===== config.mk =====
export PLATFORM = sky130hd
export DESIGN_NAME = dmac_cmd_master_flat
export DESIGN_NICKNAME = d
export VERILOG_FILES = /design/src/rtl/dmac_ctrl_pkg.sv /design/src/rtl/dmac_cmd_master_if.sv /design/src/rtl/dmac_poll_timer.sv /design/src/rtl/dmac_cmd_master.sv /design/src/flat_wrapper.sv
export SDC_FILE = /design/constraint.sdc
export NUM_CORES = 1
export LEC_CHECK = 0
export ABC_AREA = 1
export BUFFER_PORTS_ARGS = -buffer_cell sky130_fd_sc_hd__buf_2
export CORE_MARGIN = 10
export CORE_UTILIZATION = 44
export CTS_CLUSTER_DIAMETER = 60
export DETAILED_ROUTE_END_ITERATION = 16
export GPL_ROUTABILITY_DRIVEN = 1
export PLACE_DENSITY_LB_ADDON = 0.25
export SLEW_MARGIN = 20
export SYNTH_ARGS = -nofsm -noshare
export SYNTH_HDL_FRONTEND = slang
export SYNTH_SLANG_ARGS = --single-unit

===== constraint.sdc =====
create_clock -name iClk -period 4.2 [get_ports iClk]
set_input_delay 0.21 -clock iClk [delete_from_list [all_inputs] [get_ports iClk]]
set_output_delay 0.21 -clock iClk [all_outputs]
set_load 0.005 [all_outputs]

===== src/rtl/dmac_ctrl_pkg.sv =====
// rtl/dmac_ctrl_pkg.sv - DMAC register map, STATUS bits and command FSM states
package dmac_ctrl_pkg;

    localparam logic [2:0] REG_SRC    = 3'd0;
    localparam logic [2:0] REG_DST    = 3'd1;
    localparam logic [2:0] REG_LEN    = 3'd2;
    localparam logic [2:0] REG_CTRL   = 3'd4;
    localparam logic [2:0] REG_STATUS = 3'd5;

    localparam int ST_DONE = 0;
    localparam int ST_BUSY = 1;

    typedef enum logic [3:0] {
        IDLE,
        WR_SRC,
        WR_DST,
        WR_LEN,
        WR_GO,
        GAP,
        POLL,
        CLR,
        FIN,
        ABORT
    } cmd_state_t;

endpackage


===== src/rtl/dmac_cmd_master_if.sv =====
// rtl/dmac_cmd_master_if.sv - job port, job status and DMAC slave bus of the command master
interface dmac_cmd_master_if #(
    parameter int DATA_W = 32
);
    logic              iCmdValid;
    logic              oCmdReady;
    logic [DATA_W-1:0] iCmdSrc;
    logic [DATA_W-1:0] iCmdDst;
    logic [DATA_W-1:0] iCmdLen;
    logic              oDone;
    logic              oError;
    logic              oBusy;
    logic              oChipselect;
    logic              oRead;
    logic              oWrite;
    logic [2:0]        oAddress;
    logic [DATA_W-1:0] oWritedata;
    logic [DATA_W-1:0] iReaddata;

    modport master (
        input  iCmdValid, iCmdSrc, iCmdDst, iCmdLen, iReaddata,
        output oCmdReady, oDone, oError, oBusy,
        output oChipselect, oRead, oWrite, oAddress, oWritedata
    );

    modport slave (
        output iCmdValid, iCmdSrc, iCmdDst, iCmdLen, iReaddata,
        input  oCmdReady, oDone, oError, oBusy,
        input  oChipselect, oRead, oWrite, oAddress, oWritedata
    );
endinterface


===== src/rtl/dmac_poll_timer.sv =====
// rtl/dmac_poll_timer.sv - STATUS poll gap down-counter and saturating poll counter
module dmac_poll_timer #(
    parameter int POLL_GAP = 16,
    parameter int TIMEOUT  = 65536
) (
    input  logic iClk,
    input  logic iReset,
    input  logic start,
    input  logic reload,
    input  logic tick,
    output logic gap_expired,
    output logic timeout_hit
);
    localparam int GAP_W = (POLL_GAP > 1) ? $clog2(POLL_GAP) : 1;
    localparam int CNT_W = $clog2(TIMEOUT + 1);

    logic [GAP_W-1:0] gap_q, gap_d;
    logic [CNT_W-1:0] cnt_q, cnt_d;

    // The gap counter is reloaded on every GAP entry, so letting it run down
    // outside GAP is harmless.
    always_comb begin
        gap_d = gap_q;
        if (reload) begin
            gap_d = GAP_W'(POLL_GAP - 1);
        end else if (gap_q != '0) begin
            gap_d = gap_q - 1'b1;
        end

        cnt_d = cnt_q;
        if (start) begin
            cnt_d = '0;
        end else if (tick && (cnt_q != CNT_W'(TIMEOUT))) begin
            cnt_d = cnt_q + 1'b1;
        end
    end

    always_ff @(posedge iClk or posedge iReset) begin
        if (iReset) begin
            gap_q <= '0;
            cnt_q <= '0;
        end else begin
            gap_q <= gap_d;
            cnt_q <= cnt_d;
        end
    end

    // timeout_hit counts the read in progress, so it fires on the TIMEOUT-th poll.
    assign gap_expired = (gap_q == '0);
    assign timeout_hit = (cnt_q >= CNT_W'(TIMEOUT - 1));

endmodule


===== src/rtl/dmac_cmd_master.sv =====
// rtl/dmac_cmd_master.sv - programs the DMAC slave per job, polls STATUS until DONE or timeout
module dmac_cmd_master
    import dmac_ctrl_pkg::*;
#(
    parameter int DATA_W   = 32,
    parameter int POLL_GAP = 16,
    parameter int TIMEOUT  = 65536
) (
    input  logic                  iClk,
    input  logic                  iReset,
    dmac_cmd_master_if.master     bus
);
    cmd_state_t        state_q, state_d;
    logic [DATA_W-1:0] src_q, src_d, dst_q, dst_d, len_q, len_d;
    logic              accept;
    logic              gap_expired, timeout_hit;

    logic              cmd_ready_q, done_q, error_q, error_d, busy_q;
    logic              read_q, read_d, write_q, write_d;
    logic [2:0]        addr_q, addr_d;
    logic [DATA_W-1:0] wdata_q, wdata_d;

    logic              unused_readdata;
    assign unused_readdata = ^bus.iReaddata[DATA_W-1:1];

    assign accept = (state_q == IDLE) && bus.iCmdValid;

    always_comb begin
        src_d   = accept ? bus.iCmdSrc : src_q;
        dst_d   = accept ? bus.iCmdDst : dst_q;
        len_d   = accept ? bus.iCmdLen : len_q;
        state_d = state_q;
        case (state_q)
            IDLE:    if (accept) state_d = (bus.iCmdLen == '0) ? FIN : WR_SRC;
            WR_SRC:  state_d = WR_DST;
            WR_DST:  state_d = WR_LEN;
            WR_LEN:  state_d = WR_GO;
            WR_GO:   state_d = GAP;
            GAP:     if (gap_expired) state_d = POLL;
            POLL: begin
                if (bus.iReaddata[ST_DONE]) state_d = CLR;
                else if (timeout_hit)       state_d = ABORT;
                else                        state_d = GAP;
            end
            CLR:     state_d = FIN;
            FIN:     state_d = IDLE;
            ABORT:   state_d = IDLE;
            default: state_d = IDLE;
        endcase
    end

    // Bus outputs are decoded from the next state and registered, so each
    // access lands exactly in the cycle its state is occupied.
    always_comb begin
        read_d  = 1'b0;
        write_d = 1'b0;
        addr_d  = '0;
        wdata_d = '0;
        case (state_d)
            WR_SRC: begin write_d = 1'b1; addr_d = REG_SRC;    wdata_d = src_d;         end
            WR_DST: begin write_d = 1'b1; addr_d = REG_DST;    wdata_d = dst_d;         end
            WR_LEN: begin write_d = 1'b1; addr_d = REG_LEN;    wdata_d = len_d;         end
            WR_GO:  begin write_d = 1'b1; addr_d = REG_CTRL;   wdata_d = DATA_W'(1);    end
            POLL:   begin read_d  = 1'b1; addr_d = REG_STATUS;                          end
            CLR:    begin write_d = 1'b1; addr_d = REG_STATUS; wdata_d = DATA_W'(1);    end
            ABORT:  begin write_d = 1'b1; addr_d = REG_CTRL;   wdata_d = '0;            end
            default: ;
        endcase

        error_d = error_q;
        if (accept)            error_d = 1'b0;
        if (state_d == ABORT)  error_d = 1'b1;
    end

    always_ff @(posedge iClk or posedge iReset) begin
        if (iReset) begin
            state_q     <= IDLE;
            src_q       <= '0;
            dst_q       <= '0;
            len_q       <= '0;
            cmd_ready_q <= 1'b1;
            done_q      <= 1'b0;
            error_q     <= 1'b0;
            busy_q      <= 1'b0;
            read_q      <= 1'b0;
            write_q     <= 1'b0;
            addr_q      <= '0;
            wdata_q     <= '0;
        end else begin
            state_q     <= state_d;
            src_q       <= src_d;
            dst_q       <= dst_d;
            len_q       <= len_d;
            cmd_ready_q <= (state_d == IDLE);
            done_q      <= (state_d == FIN);
            error_q     <= error_d;
            busy_q      <= !(state_d inside {IDLE, FIN, ABORT});
            read_q      <= read_d;
            write_q     <= write_d;
            addr_q      <= addr_d;
            wdata_q     <= wdata_d;
        end
    end

    dmac_poll_timer #(
        .POLL_GAP (POLL_GAP),
        .TIMEOUT  (TIMEOUT)
    ) u_timer (
        .iClk        (iClk),
        .iReset      (iReset),
        .start       (accept),
        .reload      ((state_d == GAP) && (state_q != GAP)),
        .tick        (state_q == POLL),
        .gap_expired (gap_expired),
        .timeout_hit (timeout_hit)
    );

    assign bus.oCmdReady   = cmd_ready_q;
    assign bus.oDone       = done_q;
    assign bus.oError      = error_q;
    assign bus.oBusy       = busy_q;
    assign bus.oRead       = read_q;
    assign bus.oWrite      = write_q;
    assign bus.oChipselect = read_q | write_q;
    assign bus.oAddress    = addr_q;
    assign bus.oWritedata  = wdata_q;

endmodule

===== src/flat_wrapper.sv =====
// flat-port wrapper written by rule: the top's interface ports become plain ports
module dmac_cmd_master_flat import dmac_ctrl_pkg::*;
#(
    parameter int DATA_W   = 32,
    parameter int POLL_GAP = 16,
    parameter int TIMEOUT  = 65536
)
  (iClk, iReset, bus_iCmdValid, bus_iCmdSrc, bus_iCmdDst, bus_iCmdLen, bus_iReaddata, bus_oCmdReady, bus_oDone, bus_oError, bus_oBusy, bus_oChipselect, bus_oRead, bus_oWrite, bus_oAddress, bus_oWritedata);
  dmac_cmd_master_if #(.DATA_W(DATA_W)) bus_i ();
  input  logic iClk;
  input  logic iReset;
  input wire logic [$bits(bus_i.iCmdValid)-1:0] bus_iCmdValid;
  input wire logic [$bits(bus_i.iCmdSrc)-1:0] bus_iCmdSrc;
  input wire logic [$bits(bus_i.iCmdDst)-1:0] bus_iCmdDst;
  input wire logic [$bits(bus_i.iCmdLen)-1:0] bus_iCmdLen;
  input wire logic [$bits(bus_i.iReaddata)-1:0] bus_iReaddata;
  output wire logic [$bits(bus_i.oCmdReady)-1:0] bus_oCmdReady;
  output wire logic [$bits(bus_i.oDone)-1:0] bus_oDone;
  output wire logic [$bits(bus_i.oError)-1:0] bus_oError;
  output wire logic [$bits(bus_i.oBusy)-1:0] bus_oBusy;
  output wire logic [$bits(bus_i.oChipselect)-1:0] bus_oChipselect;
  output wire logic [$bits(bus_i.oRead)-1:0] bus_oRead;
  output wire logic [$bits(bus_i.oWrite)-1:0] bus_oWrite;
  output wire logic [$bits(bus_i.oAddress)-1:0] bus_oAddress;
  output wire logic [$bits(bus_i.oWritedata)-1:0] bus_oWritedata;
  assign bus_i.iCmdValid = bus_iCmdValid;
  assign bus_i.iCmdSrc = bus_iCmdSrc;
  assign bus_i.iCmdDst = bus_iCmdDst;
  assign bus_i.iCmdLen = bus_iCmdLen;
  assign bus_i.iReaddata = bus_iReaddata;
  assign bus_oCmdReady = bus_i.oCmdReady;
  assign bus_oDone = bus_i.oDone;
  assign bus_oError = bus_i.oError;
  assign bus_oBusy = bus_i.oBusy;
  assign bus_oChipselect = bus_i.oChipselect;
  assign bus_oRead = bus_i.oRead;
  assign bus_oWrite = bus_i.oWrite;
  assign bus_oAddress = bus_i.oAddress;
  assign bus_oWritedata = bus_i.oWritedata;
  dmac_cmd_master #(.DATA_W(DATA_W), .POLL_GAP(POLL_GAP), .TIMEOUT(TIMEOUT)) u_core (.iClk(iClk), .iReset(iReset), .bus(bus_i));
endmodule

; Yosys cells after proc, flatten, opt, wreduce, memory -nomap -nowiden
; Cells that the tools add are included.
[word_totals]
ff_bits = 162
latch_bits = 0
ram_bits = 0
mem_bits_ro = 0
in_bits = 131
n_memories = 0
[op_classes]
add_sub_neg = 2
mul = 0
n_div = 0
magnitude_cmp = 1
eq_ne = 18
n_shift = 0
muxes = 19
bitwise_logic = 1
reduce_logical = 17
[ops]
columns = operator, count
row1 = one-hot mux 32 bit (4 select lines), 1
row2 = two-way mux 32 bit, 3
row3 = two-way mux 17 bit, 2
row4 = equality test 4 x 3 -> 1 bit (second input constant), 8
row5 = zero test 32 bit, 1
row6 = one-hot mux 4 bit (8 select lines), 1
row7 = two-way mux 4 bit, 7
row8 = adder 17 x 1 -> 17 bit (second input constant), 1
row9 = >= comparator 17 x 16 -> 1 bit (second input constant), 1
row10 = inequality test 17 bit (second input constant), 1
row11 = equality test 4 x 2 -> 1 bit (second input constant), 4
row12 = zero test 4 bit, 3
row13 = one-hot mux 3 bit (4 select lines), 1
row14 = equality test 4 x 1 -> 1 bit (second input constant), 2
row15 = equality test 4 bit (second input constant), 2
row16 = nonzero test 2 bit, 3
row17 = OR reduction 2 bit, 3
row18 = OR reduction 6 bit, 1
row19 = two-way mux 1 bit, 4
row20 = inequality test 4 x 3 -> 1 bit (second input constant), 1
row21 = nonzero test 4 bit, 1
row22 = subtractor 4 x 1 -> 4 bit (second input constant), 1
row23 = logical AND 1 bit, 3
row24 = nonzero test 3 bit, 1
row25 = 2 further kinds, 2

; Logic depth before layout (Yosys ltp)
[depth]
ltp_word = 7
ltp_mapped = 14
depth_no_buf = 14

; Cells and area by module
; Synthesis repeated with hierarchy kept, for this count alone.
[unflattened]
hier_cells = 881
area_unflattened_um2 = 7124.3
[by_module_without_submodules]
columns = module, instances, cells_each, area_each_um2, seq_area_each_um2
row1 = dmac_cmd_master, 1, 674, 5686.7, 3529.6
row2 = dmac_poll_timer, 1, 207, 1437.6, 525.5

; Worst setup path after synthesis
; Ideal clock, no wire load.
[synth_path]
kind = reg2reg
start = register u_core.u_timer.cnt_q[0]
end = register u_core.u_timer.gap_q[1]
setup_ns = 0.065
arrival_ns = 1.611
required_time_ns = 4.135
setup_slack_ns = 2.524
path_stages_with_launch = 14
path_buffers = 0
period_less_slack_ns = 1.676
path_cell_list = dfrtp_1 -> ha_1 -> nand3_1 -> nor2_1 -> nand2_1 -> nor2_1 -> ha_1 -> nor2_1 -> o21ai_2 -> nand2_2 -> nand2_1 -> a21oi_1 -> nand2_1 -> nand2_1
[synth_via]
elab_chain_len = 7
[synth_lines]
columns = item, line_no
row1 = "start, declared", dmac_poll_timer.sv:18  ; logic [CNT_W-1:0] cnt_q, cnt_d;
row2 = "start signal, assigned", dmac_poll_timer.sv:44  ; cnt_q <= cnt_d;
row3 = >= comparator 17 x 16 -> 1 bit (*), dmac_poll_timer.sv:50  ; assign timeout_hit = (cnt_q >= CNT_W'(TIMEOUT - 1));
row4 = two-way mux 4 bit (*), dmac_cmd_master.sv:42  ; else if (timeout_hit) state_d = ABORT;
row5 = two-way mux 4 bit (*), dmac_cmd_master.sv:41  ; if (bus.iReaddata[ST_DONE]) state_d = CLR;
row6 = one-hot mux 4 bit (8 select lines) (*), dmac_cmd_master.sv:33  ; case (state_q)
row7 = equality test 4 x 3 -> 1 bit (*), dmac_cmd_master.sv:112  ; .reload ((state_d == GAP) && (state_q != GAP)),
row8 = logical AND 1 bit (*), dmac_cmd_master.sv:112
row9 = two-way mux 4 bit or nonzero test 2 bit (tied branches), n/a
row10 = "end signal, assigned", dmac_poll_timer.sv:43  ; gap_q <= gap_d;
row11 = "end, declared", dmac_poll_timer.sv:17  ; logic [GAP_W-1:0] gap_q, gap_d;
; Every way passes the cells marked *; elsewhere a longest branch is shown, timed or not.
; A chain may end at the register's enable or synchronous reset.

; Worst setup path in the final report
[layout_path]
start = register u_core.state_q[3]
end = register u_core.wdata_q[22], in the netlist u_core.bus.oWritedata[22]
[layout_rtl]
columns = item, line_no
row1 = "start, declared", dmac_cmd_master.sv:13  ; cmd_state_t state_q, state_d;
row2 = "start signal, assigned", dmac_cmd_master.sv:90  ; state_q <= state_d;
row3 = zero test 4 bit, dmac_cmd_master.sv:26  ; assign accept = (state_q == IDLE) && bus.iCmdValid;
row4 = logical AND 1 bit, dmac_cmd_master.sv:26
row5 = two-way mux 32 bit, dmac_cmd_master.sv:31  ; len_d = accept ? bus.iCmdLen : len_q;
row6 = named net u_core.len_d[22], dmac_cmd_master.sv:14  ; logic [DATA_W-1:0] src_q, src_d, dst_q, dst_d, len_q, len_d;
row7 = one-hot mux 32 bit (4 select lines), dmac_cmd_master.sv:59  ; case (state_d)
row8 = named net u_core.wdata_d[22], dmac_cmd_master.sv:21  ; logic [DATA_W-1:0] wdata_q, wdata_d;
row9 = "end signal, assigned", dmac_cmd_master.sv:101  ; wdata_q <= wdata_d;
row10 = "end, declared", dmac_cmd_master.sv:21
; The timed path passes the listed nets, and every way through them passes these cells.

==> impl_results.md <==
* Req. time, crit path at 4550 ps
* CTS sink cnt at 162
* RSZ-0062 raised after global routing: no
* Worst setup SP type: register
* # rows at 46
* Most common cell after layout, fill and taps aside: nand2_1
* CP dominant cell by count: nand2_1
* IO buf count at 141
* Worst Reg-to-Reg Cells at 8
* Setup TNS at 0 ps
* Final Hold Viols at 1
* Largest net degree at the start of global routing at 100
* CP Cell Sequence: nor2_2, nand3_4, clkinv_2, buf_6, nand2_1, nand2_1, nand2_1, nand3_1
* Syn_area_per_cell at 8.20 µm²
* Final min period at 2370 ps
* Post-Synthesis Cells at 859
* Buf/Inv on CP at 2
* Via density per instance at 4.73
* Crit path max fanout at 99
* Core ar. at 15800 µm²
* Final Max Slew Viols at 0
* R2R Setup Slk at 1830 ps
* Number of global-route vias before repair at 6069
* Drt pass-1 iters at 7
* CP endpoint kind: register
* Failing checks: hold timing
* VDD IR max at 0.331 mV
* Skew final at 7.31 ps
* Post-synth EDFFs at 0
* Reg2Reg Capture Point: u_core.bus.oWritedata[22]
* Max incr delay on CP at 590 ps
* Initial Util at 44.7%
* Number of buffers created by CTS at 17
* Post-Route Utilization at 56.1%
* Via count at 5950
* CP max stage cell: buf_6
* Internal Pwr Total at 3700 µW
* DIE AREA at 21500 µm²
* First-pass GRT wire length at 31300 µm
* Most used DFF post-synth: dfrtp_1
* Root Buffer: clkbuf_16
* Tightest Pin Transition at 990 ps
* Longest Clk Path Bufs at 2
* Post-synth cell types at 31
* CTS tree: built
* Resized cells post-CTS at 0
* Initial antenna violation count at 5
* Clock Pin Slew Worst Setup and Hold Paths at 60 ps
* Fin crit share at 56.4%
* Number of H-tree levels at 4
* WHS at -1.75 ps
* Max cap viols at 0
* Synthesized area at 7040 µm²
* Hold Path Class: input pin to asynchronous set/reset pin
* Net Switching at 2060 µW
* GR Overflow Total at 0
* Post-CTS Setup Repair Bufs at 0
* GPL Wtd Cong at 0.878
* Power Dens Cells at 651 nW/µm²
* Asr flop ratio synth at 100%
* Commonest cells after routing, fill and taps aside: 445 x nand2_1, 161 x dfrtp_1, 141 x buf_2
* Final setup viols at 0
* Slew HR at 33.9%
* Switch share at 35.8%
* Gr usage total at 18.0%
* HPWL after DPL at 12500 µm
* Synth warn at 0
* Fmax at 422 MHz
* Detailed Route WL at 19100 µm
* Worst EP arrival at 2720 ps
* Sequential area share after synthesis at 57.6%
* Worst-Skew Late Latency at 430 ps
* Gate power share at 32.5%
* Final net count at 1161
* Post-Syn Nets at 994
* Status: finished with violations
* Flop pwr share at 40.6%
* Crit-path leading delay family: simple AND/OR/NAND/NOR gates
* Clock power frac at 26.9%
* P&R area growth vs syn at 25.6%
* Io pins at 173
* Die height at 147 µm
* Drc violations at 0
* Share of cells above drive strength 1 at 20.1%
* Reg-to-reg startpoint: u_core.state_q[3]
* Post-CTS Hold Buffers at 35
* Initial drt markers at 360
* P_leak at 0.00475 µW
* Register bit total from synthesis at 162
* Chip width at 147 µm
* CP Class: register to register
* Post-DRT Antenna Nets at 0
* Wire per inst at 15.2 µm
[routing by layer]
layer / part of all wire (%) / GRT usage (%) / vias to the layer above
li1: - / - / 2987
met1: 45 / 22.4 / 2777
met2: 47 / 29.0 / 159
met3: 7.2 / 6.40 / 23
met4: 1.2 / 5.06 / 4
met5: 0.13 / 0 / -
[power groups by stage]
stage / clock network, µW / logic (µW) / registers [µW]
6_report: 1550 / 1870 / 2340
5_1_grt: 1640 / 2170 / 2390
4_1_cts: 1570 / 1900 / 2340
3_5_place_dp: 0 / 1860 / 2360
3_3_place_gp: 0 / 1830 / 2340
2_1_floorplan: 0 / 1340 / 2340
[layout make-up]
cell class	instances	area, µm²
sequential	162	4060
fill	1543	6930
timing repair buffer	182	1120
clock buffer	20	457
clock inverter	12	133
multi-input combinational	620	2640
antenna	3	7.51
tap	216	270
inverter	43	166
[stage by stage]
step	instance area, µm²	hold WS [ps]	worst slack (ps)	power [µW]	cells
3_5_place_dp	7890	429	1550	4220	1188
6_report	8840	-1.75	1830	5760	1258
4_1_cts	8830	0.609	1530	5810	1255
5_1_grt	8840	8.44	1580	6200	1255
2_1_floorplan	7050	335	1930	3680	859
3_3_place_gp	7890	425	1580	4180	1188
[kinds of logic after synthesis]
family	synth area share (%)
buffers and inverters	5.05
flip-flops	57.6
AO/OA/AOI/OAI	2.22
AND/OR/NAND/NOR	33.9
XOR/XNOR	0.497
adder cells (fa/ha/maj)	0.711
[worst max path at each step]
stage                            from                         to  slack, ps  cells past startpoint
finish              u_core.state_q[3]  u_core.bus.oWritedata[22]       1830                      8
floorplan                      iReset     u_core.bus.oAddress[0]       1930                      1
detailed placement  u_core.state_q[3]       u_core.bus.oCmdReady       1550                      9
global placement    u_core.state_q[3]       u_core.bus.oCmdReady       1580                      9
global route        u_core.state_q[3]           u_core.bus.oBusy       1580                      7
CTS                 u_core.state_q[3]       u_core.bus.oCmdReady       1530                      9
[synthesized netlist by cell type, types with 2 or more instances]
cell type  count  area share [%]
a21oi_1        8            0.57
buf_2         29             2.1
buf_6          4            0.64
dfrtp_1      161              57
ha_1           4            0.71
inv_1         35             1.9
inv_2          7            0.37
nand2_1      445              24
nand2_2        2            0.18
nand3_1       52             3.7
nand3_2        5            0.71
nand4_1        8            0.71
nor2_1        56             3.0
nor2_2         4            0.36
nor2_4         4            0.64
nor3_1         6            0.43
o21ai_0        3            0.21
o21ai_1        9            0.64
o21ai_2        2            0.25
xor2_1         4            0.50
[sequential cells by signal, summed over array words and instances, names as in the netlist]
signal and count:
u_core.bus.oDone 1, u_core.u_timer.gap_q 4, u_core.bus.oBusy 1, u_core.bus.oWrite 1, u_core.len_q 32, u_core.bus.oAddress 3, u_core.dst_q 32, u_core.u_timer.cnt_q 17
u_core.bus.oWritedata 32, u_core.bus.oCmdReady 1, u_core.src_q 32, u_core.bus.oError 1, u_core.bus.oRead 1, u_core.state_q 4
(Power assumes the default switching activity.)
